==> config.mk <==
export PLATFORM = sky130hd
export DESIGN_NAME = aes_round_sched
export DESIGN_NICKNAME = d
export VERILOG_FILES = /design/src/rtl/aes_round_sched.sv
export SDC_FILE = /design/constraint.sdc
export NUM_CORES = 1
export LEC_CHECK = 0
export ABC_AREA = 1
export CORE_AREA = 2 2 257 259
export DETAILED_ROUTE_END_ITERATION = 7
export DIE_AREA = 0 0 259 261
export DONT_BUFFER_PORTS = 1
export HOLD_SLACK_MARGIN = 0.12
export PLACE_DENSITY_LB_ADDON = 0.05
export SLEW_MARGIN = 20
export SYNTH_ARGS = -nofsm -noshare
export SYNTH_HDL_FRONTEND = slang
export SYNTH_SLANG_ARGS = --single-unit
==> constraint.sdc <==
create_clock -name eph1 -period 3.3 [get_ports eph1]
set_input_delay 0.66 -clock eph1 [delete_from_list [all_inputs] [get_ports eph1]]
set_output_delay 0.66 -clock eph1 [all_outputs]
set_load 0.05 [all_outputs]
==> src/rtl/aes_round_sched.sv <==
// Shares one AES round core between encrypt/decrypt requesters; done Nr+3 cycles after req; no backpressure, a held req is a new job.
// AES_SCHED_RR_EN selects round-robin arbitration, otherwise encrypt has fixed priority.
module aes_round_sched #(
  parameter int DATA_W = 128,
  parameter int IDX_W  = 4
) (
  input  logic              eph1,
  input  logic              reset,
  input  logic              enc_req_i,
  input  logic [DATA_W-1:0] enc_data_i,
  output logic              enc_gnt_o,
  output logic              enc_done_o,
  input  logic              dec_req_i,
  input  logic [DATA_W-1:0] dec_data_i,
  output logic              dec_gnt_o,
  output logic              dec_done_o,
  input  logic [1:0]        key_size_i,
  output logic              rnd_vld_o,
  output logic              rnd_load_o,
  output logic [DATA_W-1:0] rnd_state_o,
  output logic              rnd_dec_o,
  output logic [IDX_W-1:0]  rnd_idx_o,
  output logic              rnd_first_o,
  output logic              rnd_last_o,
  input  logic [DATA_W-1:0] core_result_i,
  output logic [DATA_W-1:0] res_o,
  output logic              busy_o
);

  typedef enum logic [1:0] {IDLE, LOAD, ROUND, DONE} state_t;

  typedef struct packed {
    logic              dec;
    logic [3:0]        nr;
    logic [DATA_W-1:0] blk;
  } job_t;

  state_t            state_q, state_d;
  job_t              job_q;
  logic [3:0]        rnd_q;
  logic              grant, win_dec;
  logic              enc_gnt_q, dec_gnt_q, enc_done_q, dec_done_q;
  logic [DATA_W-1:0] res_q;
  logic [3:0]        idx_enc, idx_dec;

  function automatic logic [3:0] nr_of(input logic [1:0] ks);
    case (ks)
      2'b00:   nr_of = 4'd10;
      2'b01:   nr_of = 4'd12;
      default: nr_of = 4'd14;
    endcase
  endfunction

  assign grant = (state_q == IDLE) && (enc_req_i || dec_req_i);

`ifdef AES_SCHED_RR_EN
  // Points at the requester that wins a tie; moves only when someone is granted.
  logic prio_dec_q;

  always_ff @(posedge eph1) begin
    if (!reset)
      prio_dec_q <= 1'b0;
    else if (grant)
      prio_dec_q <= !win_dec;
  end

  assign win_dec = dec_req_i && (!enc_req_i || prio_dec_q);
`else
  assign win_dec = dec_req_i && !enc_req_i;
`endif

  always_ff @(posedge eph1) begin
    if (!reset)
      state_q <= IDLE;
    else
      state_q <= state_d;
  end

  always_comb begin
    state_d = state_q;
    case (state_q)
      IDLE:    if (grant) state_d = LOAD;
      LOAD:    state_d = ROUND;
      ROUND:   if (rnd_q == job_q.nr) state_d = DONE;
      DONE:    state_d = IDLE;
      default: state_d = IDLE;
    endcase
  end

  always_ff @(posedge eph1) begin
    if (!reset) begin
      job_q      <= '0;
      rnd_q      <= 4'd0;
      enc_gnt_q  <= 1'b0;
      dec_gnt_q  <= 1'b0;
      enc_done_q <= 1'b0;
      dec_done_q <= 1'b0;
      res_q      <= '0;
    end else begin
      enc_gnt_q  <= grant && !win_dec;
      dec_gnt_q  <= grant && win_dec;
      enc_done_q <= (state_q == DONE) && !job_q.dec;
      dec_done_q <= (state_q == DONE) && job_q.dec;
      if (grant) begin
        job_q.dec <= win_dec;
        job_q.nr  <= nr_of(key_size_i);
        job_q.blk <= win_dec ? dec_data_i : enc_data_i;
      end
      case (state_q)
        LOAD:    rnd_q <= 4'd1;
        ROUND:   rnd_q <= rnd_q + 4'd1;
        default: rnd_q <= 4'd0;
      endcase
      // The core result is valid the cycle after the last round, i.e. in DONE.
      if (state_q == DONE)
        res_q <= core_result_i;
    end
  end

  // Decrypt walks the key schedule upward from the first word it needs.
  assign idx_enc = 4'd15 - rnd_q;
  assign idx_dec = 4'd15 - job_q.nr + rnd_q;

  always_comb begin
    rnd_vld_o   = 1'b0;
    rnd_load_o  = 1'b0;
    rnd_first_o = 1'b0;
    rnd_last_o  = 1'b0;
    rnd_idx_o   = '0;
    rnd_dec_o   = 1'b0;
    rnd_state_o = '0;
    if (state_q != IDLE) begin
      rnd_dec_o   = job_q.dec;
      rnd_state_o = job_q.blk;
    end
    case (state_q)
      LOAD: begin
        rnd_vld_o   = 1'b1;
        rnd_load_o  = 1'b1;
        rnd_first_o = 1'b1;
        rnd_idx_o   = IDX_W'(job_q.dec ? idx_dec : idx_enc);
      end
      ROUND: begin
        rnd_vld_o  = 1'b1;
        rnd_last_o = (rnd_q == job_q.nr);
        rnd_idx_o  = IDX_W'(job_q.dec ? idx_dec : idx_enc);
      end
      default: ;
    endcase
  end

  assign enc_gnt_o  = enc_gnt_q;
  assign dec_gnt_o  = dec_gnt_q;
  assign enc_done_o = enc_done_q;
  assign dec_done_o = dec_done_q;
  assign res_o      = res_q;
  assign busy_o     = (state_q != IDLE);

endmodule

**Word level (Yosys, flattened, before mapping)**

Cells that the tools add are included.

- Multiplexer cells: 13
- Add/subtract/negate cells: 4
- Reductions and logical operators: 15
- Equality and inequality tests: 7

Operators by type and width:

| cell | number |
|---|---|
| $mux W128 | 2 |
| $mux W4 | 2 |
| $pmux W2 S4 | 1 |
| $pmux W4 S2 | 1 |
| $sub A4 B4 Y4 const A | 2 |
| $logic_and A1 B1 Y1 | 6 |
| $pmux W3 S2 | 1 |
| $add A4 B1 Y4 const B | 1 |
| $add A4 B4 Y4 | 1 |
| $eq A2 B1 Y1 const B | 2 |
| $eq A2 B2 Y1 const B | 2 |
| $eq A4 B4 Y1 | 1 |
| $logic_not A2 Y1 | 2 |
| $mux W1 | 4 |
| $mux W2 | 2 |
| $ne A2 B2 Y1 const B | 2 |
| $logic_not A1 Y1 | 3 |
| $reduce_and A2 Y1 | 1 |
| $reduce_bool A2 Y1 | 1 |
| $reduce_or A2 Y1 | 1 |
| $logic_or A1 B1 Y1 | 1 |

- Output and inout port bits: 270
- Bits of input ports: 390
- Logic and storage cells: 49
- Bits in registers: 271

**Logic depth before layout (Yosys ltp)**

- Word-level depth: 4
- Mapped depth: 10

**Worst setup path before layout**

No wires, ideal clock.

- Kind: register -> output
- Start point: reg state_q[1]
- End point: out rnd_idx_o[1]
- Required time: 2,640 ps
- Slack: 244 ps
- Data arrival time: 2,396 ps
- Cell stages (with the launch flop): 5
- Cells stage by stage: dfxtp_1 > inv_1 > ha_1 > inv_1 > a211oi_1

- Cells in the longest elaborated chain, start to end: 3

Ends and longest elaborated chain:

| item | RTL line | RTL |
|---|---|---|
| from (decl) | 38 | `state_t state_q, state_d;` |
| from (signal assigned) | 76 | `state_q <= state_d;` |
| $eq A2 B2 Y1 / $eq A2 B1 Y1 (equally long branches) | 136 | `case (state_q)` |
| $reduce_or A2 Y1 (no line) * | - |  |
| $mux W4 * | - |  |
| to (decl) | 22 | `output logic [IDX_W-1:0] rnd_idx_o,` |

Mark *: on every way between the ends. The rest lies on a longest branch, timed or not.

**Final worst setup path**

- Start point: reg state_q[0]
- End point: out rnd_state_o[120]

- Cells in the longest elaborated chain, start to end: 2

Ends and longest elaborated chain:

| item | RTL line | RTL |
|---|---|---|
| $reduce_bool A2 Y1 | 132 | `if (state_q != IDLE) begin` |
| $mux W128 | 132 |  |
| to (decl) | 20 | `output logic [DATA_W-1:0] rnd_state_o,` |

No other way between the ends.

==> impl_metrics.tcl <==
set metrics [dict create \
    worstPathMaxFanout 34 \
    yosys.area.top_type "dfxtp_1" \
    grt_pass1_wl_um 74500 \
    fin_crit_ns 2.86 \
    hold_viol_final 0 \
    area_delta_synth_final_pct 27.8 \
    whs_ns 0.220 \
    fmax_mhz 349 \
    synthTopCellsByArea "dfxtp_1, nor2_1, nand2_1" \
    timing.setup.tns_ns 0 \
    drive_gt1_frac 0.128 \
    viasPerCell 4.11 \
    clockBufferDepth 3 \
    fin_cells 2644 \
    start_util 0.175 \
    setup_viol 0 \
    synth_area_mm2 0.0113 \
    place_inst 2574 \
    slew_headroom 0.345 \
    worst_setup_path_end_kind "primary output" \
    nets 2149 \
    grt_pass1_vias 11099 \
    critPathMostFrequentCell "buf_4" \
    cts.sinks 270 \
    crit_path_cell_trace "inv_1 -> ha_4 -> buf_4 -> nor2_1 -> buf_4" \
    dr.pass1.iters 5 \
    p_leak_nw 6.38 \
    fp-row-count 94 \
    hold_path_class "input pin to register" \
    die_y_um 261 \
    nFillCells 7287 \
    yosysUniqueCellTypes 24 \
    ys_warn_count 0 \
    synth_nets 2070 \
    io_buffers 0 \
    cp_slowest_cell "ha_4" \
    skew_ns 0.0109 \
    clkTransAtPathRegs_ns 0.06 \
    drc 0 \
    rsz0062_at_grt "no" \
    clock_power_share 0.279 \
    crit_buf_inv 3 \
    avgRoutedWirePerCell_um 19.9 \
    cts_root_buf "clkbuf_16" \
    seqPwrFrac 0.372 \
    htree_levels 2 \
    sw_frac_of_total 0.469 \
    insertion_delay_ns 0.55 \
    pin_count 660 \
    layout_setup_ws_ns 0.437 \
    syn_avg_cell_area_um2 6.79 \
    die_x_um 259 \
    peakVddDrop_v 0.000463 \
    drt_iter0_drc 503 \
    status "complete, no violations" \
    dp.final_hpwl_um 37400 \
    post-route-period-util 0.868 \
    slowest_delay_ns 0.52 \
    ant_nets 0 \
    power.density_mw_per_mm2 1030 \
    antenna_found_initial 1 \
    drt-total-wl_um 52600 \
    holdBufCountCts 0 \
    postCtsResizedCells 0 \
    grt_usage 0.147 \
    grt_overflow 0 \
    stdcell_area_mm2 0.0145 \
    finalMaxSlewViolations 0 \
    worst_slew_pin_slew_ns 0.982 \
    arrival_ns 2.20 \
    vias 10862 \
    drv_cap 0 \
    grt_start_max_net_pins 246 \
    power.internal_mw 7.95 \
    critPathKind "register to primary output" \
    cp_top_family "buffers and inverters" \
    p_switching_mw 7.02 \
    cts_buffers 38 \
    synthCells 1671 \
    start_kind "register" \
    ys_ff_latch 270 \
    core-area_mm2 0.0650 \
    die_area_mm2 0.0676 \
    pre_cts_slack_ns 0.953 \
    pwr-share-comb 0.349 \
    cts_tree "done" \
    synth.top_cell.area_share 0.476 \
    required_ns 2.64 \
    postPlaceCellArea_mm2 0.0132 \
    synth-seq-area-share 0.476 \
    place.gp.congestion 0.804 \
    post_cts.repair.setup_buffers 0 \
]
[final cells by class]
class,count,area [µm²],area share
clock inverters,10,96.3,0.00664
multi-input cells,1137,4930,0.340
repair buffers,155,1250,0.0862
diodes,1,2.50,0.000172
clock buffers,59,1180,0.0813
well taps,864,1080,0.0745
flip-flops and latches,270,5410,0.373
inverters,148,558,0.0385
[placed cells by master (no fill, tap or decap), drive strengths merged]
master and instances:
diode 1, xnor2 1, dfxtp 270, bufinv 1
a21oi 25, nor3 4, clkinvlp 1, nor3b 1
nand2 336, fa 1, nand4 1, clkinv 7
a211oi 1, nor2 397, ha 8, inv 149
o21ai 144, buf 155, clkbuf 59, xor2 2
nand3 216
[kinds of logic after synthesis]
group | Yosys count | share of synthesized area
AND/OR/NAND/NOR | 955 | 0.342
flip-flops | 270 | 0.476
buffers and inverters | 264 | 0.0929
AO/OA/AOI/OAI | 170 | 0.0755
adder cells (fa/ha/maj) | 9 | 0.0106
XOR/XNOR | 3 | 0.00232
[synth_stat cells]
| library cell | instances |
|---|---|
| nand2_1 | 336 |
| buf_4 | 1 |
| nor3_2 | 1 |
| a21oi_1 | 25 |
| clkbuf_1 | 62 |
| nand4_1 | 1 |
| o21ai_2 | 1 |
| xor2_1 | 2 |
| buf_1 | 5 |
| clkinv_1 | 1 |
| ha_1 | 8 |
| buf_2 | 48 |
| fa_1 | 1 |
| nand3_1 | 216 |
| o21ai_0 | 143 |
| nor3_1 | 3 |
| nor3b_1 | 1 |
| xnor2_1 | 1 |
| inv_1 | 145 |
| nor2_1 | 395 |
| a211oi_1 | 1 |
| inv_2 | 2 |
| nor2_4 | 2 |
| dfxtp_1 | 270 |
[worst paths after layout]
kind,slack (ns),startpoint,endpoint,cells after the start
setup / recovery,0.44,state_q[0]$_SDFFE_PN0P_,rnd_state_o[120],5
hold / removal,0.22,enc_data_i[78],job_q[78]$_SDFFE_PN0N_,2
setup reg to reg,1.07,state_q[0]$_SDFFE_PN0P_,job_q[75]$_SDFFE_PN0N_,8
hold reg to reg,0.46,job_q[117]$_SDFFE_PN0N_,job_q[117]$_SDFFE_PN0N_,2
[power groups by stage]
stage / Clock (mW) / Combinational (mW) / Sequential [mW]
finish: 4.17 / 5.22 / 5.57
detailed placement: 0 / 5.36 / 5.65
global placement: 0 / 5.36 / 5.66
CTS: 4.35 / 5.37 / 5.59
global route: 4.46 / 5.74 / 5.66
floorplan: 0 / 3.68 / 5.45
[registers in the layout, indices dropped and copies added, names as in the netlist]
signal,flops
dec_done_o,1
dec_gnt_o,1
enc_done_o,1
enc_gnt_o,1
job_q,132
res_o,128
rnd_q,4
state_q,2
[through the flow]
step / utilization / power (mW)
floorplan: - / 9.13
global placement: 0.203 / 11.0
detailed placement: 0.203 / 11.0
CTS: 0.223 / 15.3
global route: 0.223 / 15.9
finish: 0.223 / 15.0
[per-layer routing]
layer,track usage,part of all wire,vias up
met5,0,0,-
met4,0.0432,0.025,0
met2,0.258,0.49,443
li1,-,-,5366
met1,0.162,0.38,4987
met3,0.0617,0.10,66
(Power assumes the default switching activity.)
